## src/rtl/operand_fetch.sv

```systemverilog
`default_nettype none
// ============================================================================
// Module      : operand_fetch
// Description : Decode-stage operand reader. Drives the register file read
//               ports from the decoded source indices, selects each operand
//               (r0 / writeback bypass / register file), and hands the result
//               to EX through a one-entry registered valid/ready stage.
//               A 32-entry pending scoreboard marks registers that have a
//               write in flight. It is set when a writer issues and cleared
//               by writeback. Any source or destination that is pending
//               stalls the input.
// Build option: OPFETCH_WB_BYPASS_EN
//               defined   - a writeback landing in the same cycle supplies
//                           wb_wdata and releases the hazard on that register
//               undefined - operands come only from the register file, and
//                           a dependent instruction waits one cycle after wb
// Ports       :
//   clk, rstn                 clock, synchronous active-low reset
//   in_valid/in_ready         decoded instruction handshake
//   in_rs, in_rt              source register indices
//   in_rd, in_rd_wen          destination index and write enable
//   rf_raddr1/2, rf_rdata1/2  register file read ports (combinational read)
//   wb_wen/waddr/wdata        writeback commit seen by the register file
//   out_valid/out_ready       EX handshake
//   out_op1/2, out_rd/_wen    registered operands and forwarded destination
//   pending                   scoreboard bitmap, bit 0 always 0
// Revision    : 1.0 - initial release
// ============================================================================
module operand_fetch #(
    parameter int DATA_WIDTH = 32,
    parameter int ADDR_WIDTH = 5
) (
    input  logic                  clk,
    input  logic                  rstn,

    input  logic                  in_valid,
    output logic                  in_ready,
    input  logic [ADDR_WIDTH-1:0] in_rs,
    input  logic [ADDR_WIDTH-1:0] in_rt,
    input  logic [ADDR_WIDTH-1:0] in_rd,
    input  logic                  in_rd_wen,

    output logic [ADDR_WIDTH-1:0] rf_raddr1,
    output logic [ADDR_WIDTH-1:0] rf_raddr2,
    input  logic [DATA_WIDTH-1:0] rf_rdata1,
    input  logic [DATA_WIDTH-1:0] rf_rdata2,

    input  logic                  wb_wen,
    input  logic [ADDR_WIDTH-1:0] wb_waddr,
    input  logic [DATA_WIDTH-1:0] wb_wdata,

    output logic                  out_valid,
    input  logic                  out_ready,
    output logic [DATA_WIDTH-1:0] out_op1,
    output logic [DATA_WIDTH-1:0] out_op2,
    output logic [ADDR_WIDTH-1:0] out_rd,
    output logic                  out_rd_wen,

    output logic [31:0]           pending
);

    localparam logic [ADDR_WIDTH-1:0] c_R0 = '0;

    // ------------------------------------------------------------------------
    // Registered state
    // ------------------------------------------------------------------------
    logic                  out_valid_q,  out_valid_d;
    logic [DATA_WIDTH-1:0] out_op1_q,    out_op1_d;
    logic [DATA_WIDTH-1:0] out_op2_q,    out_op2_d;
    logic [ADDR_WIDTH-1:0] out_rd_q,     out_rd_d;
    logic                  out_rd_wen_q, out_rd_wen_d;
    logic [31:0]           pending_q,    pending_d;

    // ------------------------------------------------------------------------
    // Combinational helpers
    // ------------------------------------------------------------------------
    logic                  w_wb_commit;    // writeback to a real register
    logic                  w_hit_rs;       // writeback matches rs this cycle
    logic                  w_hit_rt;       // writeback matches rt this cycle
    logic                  w_hit_rd;       // writeback matches rd this cycle
    logic                  w_haz_rs;
    logic                  w_haz_rt;
    logic                  w_haz_rd;
    logic                  w_hazard;
    logic                  w_stage_free;   // output slot empty or draining now
    logic                  w_accept;
    logic [DATA_WIDTH-1:0] w_op1;
    logic [DATA_WIDTH-1:0] w_op2;

    assign rf_raddr1   = in_rs;
    assign rf_raddr2   = in_rt;

    assign w_wb_commit = wb_wen && (wb_waddr != c_R0);

`ifdef OPFETCH_WB_BYPASS_EN
    // A writeback to the register being read lands this very edge, so its
    // data is already final: forward it and treat the register as not pending.
    assign w_hit_rs = wb_wen && (wb_waddr == in_rs);
    assign w_hit_rt = wb_wen && (wb_waddr == in_rt);
    assign w_hit_rd = wb_wen && (wb_waddr == in_rd);

    always_comb begin
        w_op1 = rf_rdata1;
        if (in_rs == c_R0) begin
            w_op1 = '0;
        end else if (w_hit_rs) begin
            w_op1 = wb_wdata;
        end
    end

    always_comb begin
        w_op2 = rf_rdata2;
        if (in_rt == c_R0) begin
            w_op2 = '0;
        end else if (w_hit_rt) begin
            w_op2 = wb_wdata;
        end
    end
`else
    // Without forwarding the register file holds the new value only after
    // the writeback edge, so the raw pending bit decides on its own.
    assign w_hit_rs = 1'b0;
    assign w_hit_rt = 1'b0;
    assign w_hit_rd = 1'b0;

    logic w_unused_wdata;
    assign w_unused_wdata = ^wb_wdata;

    assign w_op1 = (in_rs == c_R0) ? '0 : rf_rdata1;
    assign w_op2 = (in_rt == c_R0) ? '0 : rf_rdata2;
`endif

    // r0 never goes pending, so the index check only keeps the term explicit.
    assign w_haz_rs = (in_rs != c_R0) && pending_q[in_rs] && !w_hit_rs;
    assign w_haz_rt = (in_rt != c_R0) && pending_q[in_rt] && !w_hit_rt;
    // A second writer to a pending register waits as well (WAW), so the
    // single bit per register is always unambiguous.
    assign w_haz_rd = in_rd_wen && (in_rd != c_R0) && pending_q[in_rd] && !w_hit_rd;
    assign w_hazard = w_haz_rs || w_haz_rt || w_haz_rd;

    // in_ready deliberately ignores in_valid so that upstream can use it
    // without creating a combinational loop through its own valid.
    assign w_stage_free = !out_valid_q || out_ready;
    assign in_ready     = w_stage_free && !w_hazard;
    assign w_accept     = in_valid && in_ready;

    // ------------------------------------------------------------------------
    // Output stage next state
    // ------------------------------------------------------------------------
    always_comb begin
        out_valid_d  = out_valid_q;
        out_op1_d    = out_op1_q;
        out_op2_d    = out_op2_q;
        out_rd_d     = out_rd_q;
        out_rd_wen_d = out_rd_wen_q;
        if (w_accept) begin
            out_valid_d  = 1'b1;
            out_op1_d    = w_op1;
            out_op2_d    = w_op2;
            out_rd_d     = in_rd;
            out_rd_wen_d = in_rd_wen;
        end else if (out_ready) begin
            // Payload is held; only the valid drops after consumption.
            out_valid_d  = 1'b0;
        end
    end

    // ------------------------------------------------------------------------
    // Scoreboard next state
    // ------------------------------------------------------------------------
    always_comb begin
        pending_d = pending_q;
        // Clearing a bit that is not set is harmless.
        if (w_wb_commit) begin
            pending_d[wb_waddr] = 1'b0;
        end
        // Applied after the clear: a new writer issued on the same edge
        // that the old write retires keeps the register pending.
        if (w_accept && in_rd_wen && (in_rd != c_R0)) begin
            pending_d[in_rd] = 1'b1;
        end
        pending_d[0] = 1'b0;
    end

    // ------------------------------------------------------------------------
    // Registers
    // ------------------------------------------------------------------------
    always_ff @(posedge clk) begin
        if (!rstn) begin
            out_valid_q  <= 1'b0;
            out_op1_q    <= '0;
            out_op2_q    <= '0;
            out_rd_q     <= '0;
            out_rd_wen_q <= 1'b0;
            pending_q    <= '0;
        end else begin
            out_valid_q  <= out_valid_d;
            out_op1_q    <= out_op1_d;
            out_op2_q    <= out_op2_d;
            out_rd_q     <= out_rd_d;
            out_rd_wen_q <= out_rd_wen_d;
            pending_q    <= pending_d;
        end
    end

    assign out_valid  = out_valid_q;
    assign out_op1    = out_op1_q;
    assign out_op2    = out_op2_q;
    assign out_rd     = out_rd_q;
    assign out_rd_wen = out_rd_wen_q;
    assign pending    = pending_q;

endmodule
`default_nettype wire
```

## config.mk

```make
export PLATFORM = sky130hd
export DESIGN_NAME = operand_fetch
export DESIGN_NICKNAME = d
export VERILOG_FILES = /design/src/rtl/operand_fetch.sv
export SDC_FILE = /design/constraint.sdc
export NUM_CORES = 1
export LEC_CHECK = 0
export CAP_MARGIN = 20
export CORE_ASPECT_RATIO = 1.4
export CORE_MARGIN = 5
export CORE_UTILIZATION = 42
export CTS_BUF_LIST = sky130_fd_sc_hd__clkbuf_8
export DETAILED_ROUTE_END_ITERATION = 6
export PLACE_DENSITY = 0.84
export RECOVER_POWER = 100
export SYNTH_ARGS = -nofsm -noshare
export SYNTH_HDL_FRONTEND = slang
export SYNTH_SLANG_ARGS = --single-unit
```

## constraint.sdc

```tcl
create_clock -name clk -period 3.6 [get_ports clk]
set_clock_uncertainty 0.05 [all_clocks]
set_input_delay 0.72 -clock clk [delete_from_list [all_inputs] [get_ports clk]]
set_output_delay 0.72 -clock clk [all_outputs]
set_load 0.01 [all_outputs]
```

# Word-level counts from Yosys, hierarchy flattened
# Cells that the tools add are included.
word_totals:
  regBits: 103
  input_bits: 122
  output_inout_bits: 114
op_classes:
  magnitude_cmp: 6
  n_mux: 16
  bitwise: 3
  reduce_logical: 23
ops:
  columns: ["op", "n"]
  rows:
  - ["$mux W32", 4]
  - ["$and A32 B32 Y32", 1]
  - ["$not A32 Y32", 1]
  - ["$or A32 B32 Y32", 1]
  - ["$lt A5 B6 Y1 const B", 4]
  - ["$reduce_bool A5 Y1", 4]
  - ["$bmux W1 S5", 3]
  - ["$logic_and A1 B1 Y1", 11]
  - ["$demux W1 S5", 2]
  - ["$ge A5 B1 Y1 const B", 2]
  - ["$logic_not A5 Y1", 2]
  - ["$mux W1", 7]
  - ["$logic_or A1 B1 Y1", 3]
  - ["$logic_not A1 Y1", 2]
  - ["$reduce_bool A2 Y1", 1]

# Logic depth before layout (Yosys ltp)
logic_depth:
  ltp_word: 11
  mapped_depth: 11
  depth_no_buf: 7

# Worst setup path before layout
# OpenSTA, ideal clock, no wires.
synth_timing:
  kind: "input to output"
  from: "input in_rt[1]"
  to: "output in_ready"
  arrival_ns: 2.637
  t_required_ns: 2.830
  path_slack_ns: 0.193
  cell_stages: 7
  path_buffers: 1
  path_cell_list: "buf_2 > mux4_2 > mux2_2 > and3_1 > or4_1 > nor3_2 > and2_1"
synth_between:
  elab_chain_cells: 7
synth_lines:
  columns: ["item", "line_no", "text"]
  rows:
  - ["start, declared", "39", "input logic [ADDR_WIDTH-1:0] in_rt,"]
  - ["$bmux W1 S5", "135", "assign w_haz_rt = (in_rt != c_R0) && pending_q[in_rt] && !w_hit_rt;"]
  - ["$mux W1 (not written as such)", "135", null]
  - ["$logic_and A1 B1 Y1 (*)", "135", null]
  - ["$logic_or A1 B1 Y1 (*) (2 in a row)", "139", "assign w_hazard = w_haz_rs || w_haz_rt || w_haz_rd;"]
  - ["$logic_not A1 Y1 (*)", "144", "assign in_ready = w_stage_free && !w_hazard;"]
  - ["$logic_and A1 B1 Y1 (*)", "144", null]
  - ["end, declared", "37", "output logic in_ready,"]
# Every way passes the cells marked *; elsewhere a longest branch is shown, timed or not. The select of a mux whose other input is x is not followed.

# Final worst setup path
layout_timing:
  from: "input in_rd[3]"
  to: "output in_ready"
layout_between:
  elab_chain_cells: 6
layout_lines:
  columns: ["item", "line_no", "text"]
  rows:
  - ["start, declared", "40", "input logic [ADDR_WIDTH-1:0] in_rd,"]
  - ["$bmux W1 S5 or $reduce_bool A5 Y1 (tied branches)", "138", "assign w_haz_rd = in_rd_wen && (in_rd != c_R0) && pending_q[in_rd] && !w_hit_rd;"]
  - ["$mux W1 (not written as such) or $logic_and A1 B1 Y1 (tied branches)", "138", null]
  - ["$logic_and A1 B1 Y1 (*)", "138", null]
  - ["$logic_or A1 B1 Y1 (*)", "139", null]
  - ["$logic_not A1 Y1 (*)", "144", null]
  - ["$logic_and A1 B1 Y1 (*)", "144", null]
# Marked as above.

==> flow_metrics.py <==
metrics = {
    "sta": {
        "drv_slew": 0,
        "worst_slack_ns": 0.0172,
        "hold_viol": 0,
        "finalCritPeriodShare": 0.995,
        "fin_hold_ws_ns": 0.404,
        "setup_viol": 0,
        "slew_headroom": 0.571,
        "worstMarginPinSlew_ns": 0.643,
        "rsz0062_at_grt": "false",
        "clock.fmax_ghz": 0.279,
        "period_needed_ns": 3.58,
    },
    "synth": {
        "synth_top_area_cell": "dfxtp_1",
        "async_flop_share": 0,
        "synth_area_um2": 5210,
        "synth-seq-cells": 102,
        "ys.flop_type": "dfxtp_1",
        "ys_types": 48,
        "synth_edf_count": 0,
        "synth_cells": 565,
        "synthTopCellsByArea": "dfxtp_1 39%, mux2i_1 17%, nand2_1 11%, mux4_2 6.9%, o211ai_1 3.2%",
        "syn_area_per_cell_um2": 9.22,
        "synth.net_count": 687,
        "netlist.area_leader.share": 0.392,
        "synth_warnings": 0,
        "ys_seq_area_frac": 0.392,
    },
    "clocking": {
        "clk_latency_ns": 0.36,
        "cts_tree": "built",
        "cts_made_buffers": 9,
        "cts_max_level": 3,
        "clk_pin_slew_ns": 0.08,
        "cts.sinks": 102,
        "clk_path_buf_depth": 2,
        "cts_root_buf": "clkbuf_8",
    },
    "power_and_ir_drop": {
        "p_total_w": 0.00241,
        "p_per_area_nw_per_um2": 315,
        "p_leak_nw": 3.41,
        "vdd_drop_max_uv": 200,
    },
    "grt": {
        "antenna_found_initial": 0,
        "overflow": 0,
        "grt_max_degree": 56,
        "grt_use_total": 0.225,
        "grt_pass1_wl_um": 27200,
        "first_global_vias": 5457,
    },
    "drt": {
        "drt_iter0_markers": 243,
        "routed_via_density": 5.61,
        "drt-total-wl_um": 17100,
        "firstDrtPassIters": 6,
        "wl_per_cell_um": 18.4,
        "num_vias": 5210,
        "ant_nets": 0,
        "drc": 0,
    },
    "placement": {
        "dpl-instance-area_um2": 7550,
        "numPortBuffers": 202,
        "place_ws_ns": -0.753,
        "hpwlAfterDp_um": 13100,
        "globalplace.congestion": 1.03,
        "dp_cells": 911,
    },
    "cells_and_area": {
        "final_common_cell": "nand2_1",
        "most-common-layout-cells": "157 x nand2_1, 111 x dlygate4sd3_1, 102 x dfxtp_1",
        "regArea_um2": 2040,
        "drive_above_1_share": 0.116,
        "multi_input_area_um2": 2820,
        "syn2layout_area_growth_pct": 46.8,
        "n_antenna_cell": 0,
        "design_area_um2": 7650,
        "stdcell_count": 928,
        "nets": 895,
        "fill_cells": 1037,
    },
    "die": {
        "boundaryPins": 236,
        "die_h_um": 142,
        "initial_core_util": 0.425,
        "fp.dieW_um": 104,
        "dieArea_um2": 14800,
        "placementRows": 48,
        "core-area_um2": 12300,
    },
    "min_path": {
        "hold_class": "flip-flop to flip-flop",
    },
    "critical_path": {
        "crit_required_ns": 2.83,
        "critical_path_class": "primary input to output port",
        "arrival_ns": 2.81,
        "critPathMaxFanout": 4,
        "startpoint_type": "primary input",
        "cp-end-kind": "output port",
    },
    "outcome": {
        "status": "finished, final reports clean",
    },
    "run": {
        "maxCapViolCount": 0,
    },
}
==> critical path: stages <==
cell	delay, ns
clkdlybuf4s50_1	0.62
or3b_2	0.51
o22ai_1	0.18
nor2_1	0.07
o22ai_1	0.28
nand2b_1	0.13
and2_1	0.16
buf_2	0.14
==> cells by family (layout without fill, tap and decap cells) <==
logic type      count (synthesis)  count (layout)  synth area share
simple gates                  228             228             0.195
mux                           104             104             0.239
flops                         102             102             0.392
compound gates                 72              72             0.112
buf+inv                        58             271            0.0615
other cells                     1               1          0.000720
==> cell usage after synthesis (2+ instances only) <==
library cell,number
nand2_1,157
nor3_1,7
o22ai_1,2
dfxtp_1,102
a21oi_1,2
nor2_1,7
o211ai_1,22
or3b_2,2
inv_1,2
buf_4,11
nand2b_1,8
buf_1,2
o41ai_2,5
nand4_1,2
buf_6,7
nand3b_1,5
mux2i_1,86
o41ai_1,8
a21boi_1,2
o21ai_0,4
mux2_2,2
mux4_2,16
o31ai_1,18
clkbuf_1,29
and3_1,2
nand3_1,18
or4_1,2
nor2b_1,9
buf_2,7
==> report_power, final <==
part / switching [W] / internal [W]
logic: 0.000262 / 0.000286
registers: 0.0000275 / 0.00118
clock network: 0.000399 / 0.000253
total: 0.000689 / 0.00172
==> per-layer routing <==
layer / routed length [um] / vias up / share of wire / track usage
li1: - / 2422 / - / -
met1: 6010 / 2457 / 0.35 / 0.233
met2: 8850 / 272 / 0.52 / 0.405
met3: 1420 / 59 / 0.083 / 0.0614
met4: 802 / 0 / 0.047 / 0.132
met5: 0 / - / 0 / 0
==> per-stage QoR <==
stage	setup TNS, ns	utilization
global placement	-17.27	0.616
finish	0	0.624
floorplan	0	-
CTS	0	0.631
global route	0	0.624
detailed placement	-20.53	0.616
==> flip-flops by register name, summed over array words and instances, names as in the netlist <==
register	cells
out_rd	5
out_op2	32
out_op1	32
out_valid	1
pending	31
out_rd_wen	1
==> what timing repair did <==
item,4_1_cts,5_1_grt
gates resized for setup,17,6
hold buffers,0,0
pin swaps,4,3
endpoints found under the setup margin,1,1
setup buffers,0,0
==> area by class of cell <==
cell class / count / area share
multi-input combinational: 405 / 0.369
clock buffer: 9 / 0.0162
clock inverter: 7 / 0.00655
tap: 150 / 0.0245
inverter: 2 / 0.000982
timing repair buffer: 253 / 0.315
sequential: 102 / 0.267
==> path summary, 6_finish.rpt <==
check | slack (ns) | cells after the start | endpoint | from
setup / recovery | 0.02 | 8 | in_ready | in_rd[3]
hold / removal | 0.40 | 2 | out_op2[18] | out_op2[18]
setup reg to reg | 0.51 | 9 | out_op2[6] | pending[20]
hold reg to reg | 0.40 | 2 | out_op2[18] | out_op2[18]
Power figures use the tool's default switching activity.
